`config.mk`:
```
export PLATFORM = sky130hd
export DESIGN_NAME = muldiv_sequencer
export DESIGN_NICKNAME = d
export VERILOG_FILES = /design/src/rtl/muldiv_sequencer.sv
export SDC_FILE = /design/constraint.sdc
export NUM_CORES = 1
export LEC_CHECK = 0
export ABC_AREA = 1
export BUFFER_PORTS_ARGS = -buffer_cell sky130_fd_sc_hd__buf_4
export CAP_MARGIN = 20
export CORE_MARGIN = 4
export CORE_UTILIZATION = 25
export CTS_CLUSTER_DIAMETER = 50
export DETAILED_ROUTE_END_ITERATION = 10
export GPL_TIMING_DRIVEN = 1
export RECOVER_POWER = 25
export SETUP_SLACK_MARGIN = 0.05
export SLEW_MARGIN = 30
export SYNTH_ARGS = -nofsm -noshare
export SYNTH_HDL_FRONTEND = slang
export SYNTH_SLANG_ARGS = --single-unit
```
`constraint.sdc`:
```
create_clock -name clk -period 8.7 [get_ports clk]
set_input_delay 1.305 -clock clk [delete_from_list [all_inputs] [get_ports clk]]
set_output_delay 1.305 -clock clk [all_outputs]
set_load 0.005 [all_outputs]
```
`src/rtl/muldiv_sequencer.sv`:
```
// Iterative signed multiply / divide engine: radix-2 Booth multiply and restoring
// divide on shared working registers, one iteration per clock, WIDTH iterations.
module muldiv_sequencer #(
  parameter int WIDTH = 32
) (
  input  logic             clk,
  input  logic             reset,
  input  logic             start,
  input  logic             op,
  input  logic [WIDTH-1:0] a,
  input  logic [WIDTH-1:0] b,
  output logic             busy,
  output logic             done,
  output logic             div_zero,
  output logic [WIDTH-1:0] hi,
  output logic [WIDTH-1:0] lo
);

  localparam int CW = (WIDTH > 1) ? $clog2(WIDTH) : 1;

  typedef enum logic [1:0] {
    ST_IDLE = 2'd0,
    ST_RUN  = 2'd1,
    ST_FIX  = 2'd2
  } state_t;

  state_t           r_state;
  state_t           w_state_n;
  logic             w_accept;
  logic             w_dz_hit;

  logic             r_op;
  logic [CW-1:0]    r_cnt;
  // r_acc doubles as Booth accumulator (multiply) and partial remainder (divide);
  // r_q is the multiplier shift register or the quotient being built.
  logic [WIDTH:0]   r_acc;
  logic [WIDTH-1:0] r_q;
  logic             r_q1;
  logic [WIDTH:0]   r_m;
  logic             r_sa;
  logic             r_sb;

  logic             r_busy;
  logic             r_done;
  logic             r_dz;
  logic [WIDTH-1:0] r_hi;
  logic [WIDTH-1:0] r_lo;

  logic [WIDTH:0]   w_booth_sum;
  logic [WIDTH:0]   w_rem_sh;
  logic [WIDTH:0]   w_trial;
  logic [WIDTH-1:0] w_abs_a;
  logic [WIDTH-1:0] w_abs_b;
  logic [WIDTH-1:0] w_quot_fix;
  logic [WIDTH-1:0] w_rem_fix;

  // State register.
  always_ff @(posedge clk or negedge reset) begin
    if (!reset) begin
      r_state <= ST_IDLE;
    end else begin
      r_state <= w_state_n;
    end
  end

  // Next-state logic; a divide by zero completes without leaving IDLE.
  always_comb begin
    w_state_n = r_state;
    w_accept  = 1'b0;
    w_dz_hit  = 1'b0;
    case (r_state)
      ST_IDLE: begin
        if (start) begin
          if (op && (b == {WIDTH{1'b0}})) begin
            w_dz_hit  = 1'b1;
            w_state_n = ST_IDLE;
          end else begin
            w_accept  = 1'b1;
            w_state_n = ST_RUN;
          end
        end else begin
          w_state_n = ST_IDLE;
        end
      end
      ST_RUN: begin
        if (r_cnt == CW'(WIDTH - 1)) begin
          w_state_n = ST_FIX;
        end else begin
          w_state_n = ST_RUN;
        end
      end
      ST_FIX:  w_state_n = ST_IDLE;
      default: w_state_n = ST_IDLE;
    endcase
  end

  // Booth recoding of the {q[0], q-1} pair selects add, subtract or pass.
  always_comb begin
    w_booth_sum = r_acc;
    case ({r_q[0], r_q1})
      2'b01:   w_booth_sum = r_acc + r_m;
      2'b10:   w_booth_sum = r_acc - r_m;
      default: w_booth_sum = r_acc;
    endcase
  end

  assign w_rem_sh   = {r_acc[WIDTH-1:0], r_q[WIDTH-1]};
  assign w_trial    = w_rem_sh - r_m;
  assign w_abs_a    = a[WIDTH-1] ? ({WIDTH{1'b0}} - a) : a;
  assign w_abs_b    = b[WIDTH-1] ? ({WIDTH{1'b0}} - b) : b;
  assign w_quot_fix = (r_sa ^ r_sb) ? ({WIDTH{1'b0}} - r_q) : r_q;
  assign w_rem_fix  = r_sa ? ({WIDTH{1'b0}} - r_acc[WIDTH-1:0]) : r_acc[WIDTH-1:0];

  // Working registers: load on accept, one Booth or restoring step per RUN cycle.
  always_ff @(posedge clk or negedge reset) begin
    if (!reset) begin
      r_op  <= 1'b0;
      r_cnt <= {CW{1'b0}};
      r_acc <= {(WIDTH + 1){1'b0}};
      r_q   <= {WIDTH{1'b0}};
      r_q1  <= 1'b0;
      r_m   <= {(WIDTH + 1){1'b0}};
      r_sa  <= 1'b0;
      r_sb  <= 1'b0;
    end else if (w_accept) begin
      r_op  <= op;
      r_cnt <= {CW{1'b0}};
      r_acc <= {(WIDTH + 1){1'b0}};
      r_q1  <= 1'b0;
      r_sa  <= a[WIDTH-1];
      r_sb  <= b[WIDTH-1];
      if (op) begin
        r_q <= w_abs_a;
        r_m <= {1'b0, w_abs_b};
      end else begin
        r_q <= b;
        r_m <= {a[WIDTH-1], a};
      end
    end else if (r_state == ST_RUN) begin
      r_cnt <= r_cnt + CW'(1);
      if (r_op) begin
        if (!w_trial[WIDTH]) begin
          r_acc <= w_trial;
          r_q   <= {r_q[WIDTH-2:0], 1'b1};
        end else begin
          r_acc <= w_rem_sh;
          r_q   <= {r_q[WIDTH-2:0], 1'b0};
        end
      end else begin
        r_acc <= {w_booth_sum[WIDTH], w_booth_sum[WIDTH:1]};
        r_q   <= {w_booth_sum[0], r_q[WIDTH-1:1]};
        r_q1  <= r_q[0];
      end
    end
  end

  // Result and status registers; busy follows the next state so it never glitches.
  always_ff @(posedge clk or negedge reset) begin
    if (!reset) begin
      r_busy <= 1'b0;
      r_done <= 1'b0;
      r_dz   <= 1'b0;
      r_hi   <= {WIDTH{1'b0}};
      r_lo   <= {WIDTH{1'b0}};
    end else begin
      r_busy <= (w_state_n != ST_IDLE);
      r_done <= (r_state == ST_FIX) || w_dz_hit;
      if (w_dz_hit) begin
        r_dz <= 1'b1;
      end else if (w_accept) begin
        r_dz <= 1'b0;
      end
      if (r_state == ST_FIX) begin
        if (r_op) begin
          r_hi <= w_rem_fix;
          r_lo <= w_quot_fix;
        end else begin
          r_hi <= r_acc[WIDTH-1:0];
          r_lo <= r_q;
        end
      end
    end
  end

  assign busy     = r_busy;
  assign done     = r_done;
  assign div_zero = r_dz;
  assign hi       = r_hi;
  assign lo       = r_lo;

endmodule

```
==> impl_metrics.py, run 1 <==
metrics = {
    "clocking": {
        "cts_root_buffer": "clkbuf_16",
        "cts.sinks": 176,
        "post_cts_resized": 0,
        "numCtsBuffers": 17,
        "clk_path_buf_depth": 2,
        "h-tree-depth": 4,
        "cts_tree": "yes",
        "ctsHoldBuffers": 0,
        "cts.reportedPaths.clkPinSlew_ps": 90,
        "postCtsSetupBuffers": 0,
        "clk_latency_ps": 480,
    },
    "place": {
        "io_buffers": 134,
        "dp_slack_ps": 4180,
        "place.gp.congestion": 0.977,
        "dp_hpwl_um": 52500,
    },
    "timing": {
        "worst_pin_slew_ps": 931,
        "period_needed_ps": 4290,
        "skew_ps": 22.8,
        "rsz0062_at_grt": "no",
        "clock.fmax_ghz": 0.233,
        "finalCritPeriodShare_pct": 49.4,
        "tns_ps": 0,
        "slew_viol_final": 0,
        "finalSetupViolations": 0,
        "fin_ws_ps": 4410,
        "timing.hold.ws_ps": 485,
        "final_hold_viol_count": 0,
        "relSlewSlack_pct": 37.8,
    },
    "routing": {
        "ant_nets": 0,
        "drtPass1Iterations": 5,
        "vias": 18100,
        "drtIter0Drc": 1627,
        "drc": 0,
        "routed_wl_um": 65300,
        "via_per_inst": 5.01,
        "wire_per_inst_um": 18.1,
    },
    "die": {
        "rows": 94,
        "die_x_um": 267,
        "coreArea_mm2": 0.0660,
        "ios": 135,
        "start_util_pct": 25.3,
        "die_y_um": 267,
        "dieArea_mm2": 0.0710,
    },
    "yosys": {
        "yosysUniqueCellTypes": 50,
        "syn_area_mm2": 0.0167,
        "yosys_warnings": 0,
        "yosysSeqAreaShare_pct": 26.4,
        "synth_ff_type": "dfrtp_1",
        "synth_seq_cells": 176,
        "synth-async-reset-ratio_pct": 100,
        "synth_cells": 2683,
        "synth_nets": 2825,
        "synth.avg_cell_area_um2": 6.23,
        "synth_edf_count": 0,
    },
    "layout": {
        "syn2layout_area_growth_pct": 13.8,
        "fin_nets": 2883,
        "register_area_mm2": 0.00441,
        "multi_input_area_mm2": 0.0108,
        "layout_common_cells": "765 x nand2_1, 300 x nor2_1, 254 x inv_1",
        "final_util_pct": 28.8,
        "antenna_cells": 0,
        "final_common_cell": "nand2_1",
        "layout-drive-gt1-share_pct": 7.92,
        "fill_cells": 7318,
    },
    "critical_path": {
        "path_cells": "inv_1 > ha_1 > inv_1 > a21oi_2 > nand2_1 > a21oi_1 > o21ai_0 > a21oi_1 > xor2_1 > ha_1 > inv_1 > nor3_1 > nand2_1 > inv_1 > nand2_1 > nand2_1 > a21oi_1 > nand2_1 > nand3_1 > nand2_1 > nand3_1 > nand3_1 > nand2_1",
        "critical_path.top_delay_family": "simple AND/OR/NAND/NOR gates",
        "rr_startpoint": "r_q1",
        "crit_slowest_cell": "ha_1",
        "cpMostUsedCell": "nand2_1",
        "end_kind": "flop",
        "crit_fanout": 20,
        "crit_start": "r_q1",
        "max_stage_delay_ps": 470,
        "start_kind": "flop",
        "worstPathRequired_ps": 9080,
        "worstPathArrival_ps": 4670,
        "crit_buf_inv": 4,
        "worstSetupPathType": "flop to flop",
    },
    "grt": {
        "grtUsageTotal_pct": 18.0,
        "grt_max_degree": 107,
        "grt_pass1_wl_um": 100000,
        "antenna_found_initial": 1,
        "grt_pass1_vias": 16800,
        "grt_overflow": 0,
    },
    "outcome": {
        "status": "completed",
    },
    "run": {
        "cap_violations": 0,
    },
    "min_path": {
        "worstHoldStart": "hi[11]",
        "hold_class": "flop to flop",
    },
}
==> worst min-delay path: stages, from the launching register on <==
cell	delay, ps
dfrtp_1	350
nand2_1	50
o21ai_0	50
==> metrics by stage <==
stage,cells,cell area (um^2)
2_1_floorplan,2683,16700
3_3_place_gp,3586,18400
3_5_place_dp,3586,18400
4_1_cts,3618,19000
5_1_grt,3618,19000
6_report,3618,19000
==> logic make-up after synthesis <==
| group | Yosys count | synth area share, % |
|---|---|---|
| buffers and inverters | 368 | 8.74 |
| and+or+nand+nor | 1397 | 35.2 |
| DFF | 176 | 26.4 |
| adders and majority gates | 74 | 5.63 |
| xor gates and xnor gates | 130 | 6.81 |
| AOI/OAI and AO/OA | 538 | 17.3 |
==> worst paths after layout <==
check                      cells after the start        end  slack [ps]
setup reg to reg                              23  r_acc[31]        4410
setup / recovery                              23  r_acc[31]        4410
hold / removal                                 2     hi[11]         480
max in group asynchronous                      2       r_op        6520
hold reg to reg                                2     hi[11]         480
min in group asynchronous                      1     lo[22]         870
==> metal layers <==
layer	routed length, um	up-vias	global-route usage [%]	share of wire, %
met1	30800	8479	26.1	47
li1	-	8919	-	-
met5	0	-	0	0
met4	1610	0	5.13	2.5
met2	28300	643	27.6	43
met3	4600	80	2.85	7.0
==> Yosys cell counts (all sizes together) (8+ instances only) <==
cell,count,share of area (%)
a21oi,196,5.9
a31oi,9,0.34
buf,34,1.2
clkbuf,70,1.6
dfrtp,176,26
ha,72,5.4
inv,262,5.9
nand2,769,17
nand3,206,6.2
nand3b,22,0.99
nand4,28,1.1
nor2,306,7.0
nor3,40,1.5
nor4,8,0.34
o211ai,29,1.3
o21ai,266,8.0
o21bai,10,0.45
or2,11,0.41
xnor2,21,1.1
xor2,109,5.7
==> layout make-up <==
cell class / count / share of cell area (%)
multi-input combinational: 2139 / 57.1
inverter: 264 / 5.23
timing repair buffer: 143 / 5.71
tap: 864 / 5.69
sequential: 176 / 23.2
clock buffer: 17 / 2.24
clock inverter: 15 / 0.902
==> sequential cells by signal, indices dropped and copies added, names as in the netlist <==
register / cells
hi: 32
lo: 32
r_q: 32
r_acc: 33
r_sb: 1
busy: 1
r_cnt: 5
done: 1
r_q1: 1
r_sa: 1
r_op: 1
div_zero: 1
r_state: 2
r_m: 33
Power of run 1 is left out: the tool's default activity adds up to more than one toggle a clock period on the data nets, which glitch-free logic cannot reach.
==> run 2: changes to the inputs <==
==> constraint.sdc (replaced) <==
create_clock -name clk -period 4.3 [get_ports clk]
set_input_delay 0.645 -clock clk [delete_from_list [all_inputs] [get_ports clk]]
set_output_delay 0.645 -clock clk [all_outputs]
set_load 0.005 [all_outputs]
==> impl_metrics.py, run 2 (same netlist as run 1, synthesis figures left out) <==
metrics = {
    "critical_path": {
        "worstPathArrival_ps": 4200,
        "path_cells": "inv_1 > ha_1 > nand3_1 > nor2_1 > nor2_1 > a21oi_2 > nand2_1 > a21oi_1 > o21ai_0 > xor2_1 > ha_1 > a21oi_1 > o21ai_0 > a21oi_1 > nor2_1 > nor2_1 > nand2_1 > nand2_1 > nand3_1 > a21oi_1 > nand2_1 > nand2_1",
        "reg2reg_to": "r_acc[30]",
        "crit_buf_inv": 1,
        "end_kind": "flop",
        "rr_startpoint": "r_m[1]",
        "rrSetupSlack_ps": 520,
        "start_kind": "flop",
        "max_stage_delay_ps": 370,
        "crit_slowest_cell": "dfrtp_1",
        "cpMostUsedCell": "nand2_1",
        "crit_fanout": 5,
        "critical_path.top_delay_family": "compound AO/OA/AOI/OAI gates",
        "worstSetupPathType": "flop to flop",
        "r2r_cells": 22,
        "worstPathRequired_ps": 4720,
    },
    "timing": {
        "period_needed_ps": 3780,
        "rsz0062_at_grt": "no",
        "worst_pin_slew_ps": 2660,
        "clock.fmax_ghz": 0.265,
        "slew_viol_final": 45,
        "final_hold_viol_count": 0,
        "relSlewSlack_pct": -77.7,
        "tns_ps": 0,
        "finalSetupViolations": 0,
        "skew_ps": 13.4,
        "finalCritPeriodShare_pct": 87.9,
    },
    "routing": {
        "drtIter0Drc": 1764,
        "ant_nets": 0,
        "drtPass1Iterations": 6,
        "routed_wl_um": 65900,
        "vias": 18100,
        "via_per_inst": 4.97,
        "drc": 0,
        "wire_per_inst_um": 18.1,
    },
    "die": {
        "die_y_um": 267,
        "rows": 94,
        "ios": 135,
        "dieArea_mm2": 0.0710,
        "coreArea_mm2": 0.0660,
        "start_util_pct": 25.3,
        "die_x_um": 267,
    },
    "place": {
        "dp_hpwl_um": 53100,
        "place.gp.congestion": 0.993,
        "dp.cells": 3610,
        "placed_cell_area_mm2": 0.0186,
        "io_buffers": 134,
    },
    "clocking": {
        "cts.sinks": 176,
        "cts.reportedPaths.clkPinSlew_ps": 80,
        "ctsHoldBuffers": 0,
        "h-tree-depth": 4,
        "post_cts_resized": 0,
        "postCtsSetupBuffers": 0,
        "cts_root_buffer": "clkbuf_16",
        "clk_latency_ps": 480,
        "numCtsBuffers": 17,
        "clk_path_buf_depth": 2,
        "cts_tree": "yes",
    },
    "layout": {
        "reg_top3": "r_acc: 33 flops, r_m: 33 flops",
        "layout_common_cells": "766 x nand2_1, 300 x nor2_1, 254 x inv_1",
        "fin_cells": 3646,
        "fill_cells": 7353,
        "syn2layout_area_growth_pct": 15.2,
        "fin_nets": 2909,
        "layout-drive-gt1-share_pct": 8.67,
        "stdcell_area_mm2": 0.0192,
        "final_common_cell": "nand2_1",
    },
    "outcome": {
        "status": "finished with violations",
        "violations": "capacitance limit, slew limit",
    },
    "min_path": {
        "hold_class": "input port to flop",
        "worstHoldStart": "start",
        "hold_path_depth": 3,
        "hold_end": "div_zero",
    },
    "grt": {
        "grt_max_degree": 107,
        "grt_pass1_wl_um": 100000,
        "grt_pass1_vias": 16700,
        "grtUsageTotal_pct": 18.1,
        "antenna_found_initial": 3,
        "grt_overflow": 0,
    },
    "run": {
        "cap_violations": 1,
    },
}
-- run 2: changes by cell type in the layout (fill, tap and decap cells not counted), sizes merged --
cell	delta
clkinvlp	-1
buf	+24
clkbuf	+2
clkinv	+2
diode	+2
bufinv	+1
inv	-2
-- run 2: final cells by class --
type / count / area, um^2 / share of cell area, %
Multi-Input combinational cell: 2139 / 10800 / 56.4
Sequential cell: 176 / 4410 / 22.9
Timing Repair Buffer: 169 / 1310 / 6.78
Tap cell: 864 / 1080 / 5.62
Inverter: 264 / 991 / 5.15
Clock buffer: 17 / 425 / 2.21
Clock inverter: 15 / 179 / 0.930
Antenna cell: 2 / 5.00 / 0.0260
-- run 2: routing by layer --
metal  GRT usage (%)  up-vias  share of wire [%]  wire, um
met4            5.40        2                2.6      1690
met5               0        -              0.018        12
met1            25.9     8429                 47     30800
met2            27.5      596                 43     28400
li1                -     8990                  -         -
met3            3.71       89                7.6      5010
-- run 2: worst max path at each step --
stage,from,end,slack (ps),depth (start not counted)
after CTS,r_m[1],r_acc[30],560,22
after global routing,r_m[1],r_acc[31],90,23
final,r_m[1],r_acc[30],520,22
after detailed placement,r_m[1],r_acc[30],580,22
after global placement,r_m[1],r_acc[30],640,22
after floorplan,r_m[1],r_acc[31],1120,25
-- run 2: tightest hold or removal path: cells and delay by family --
family | cells | cell delay [ps]
and+or+nand+nor | 2 | 150
buffers and inverters | 1 | 130
-- run 2: stage by stage --
| step | hold WS [ps] | setup WS (ps) | util, % |
|---|---|---|---|
| after floorplan | 349 | 1120 | - |
| after global placement | 462 | 638 | 28.2 |
| after detailed placement | 468 | 579 | 28.2 |
| after CTS | 311 | 558 | 29.1 |
| after global routing | 479 | 87.6 | 29.2 |
| final | 474 | 521 | 29.2 |
Power of run 2 is left out for the same reason.
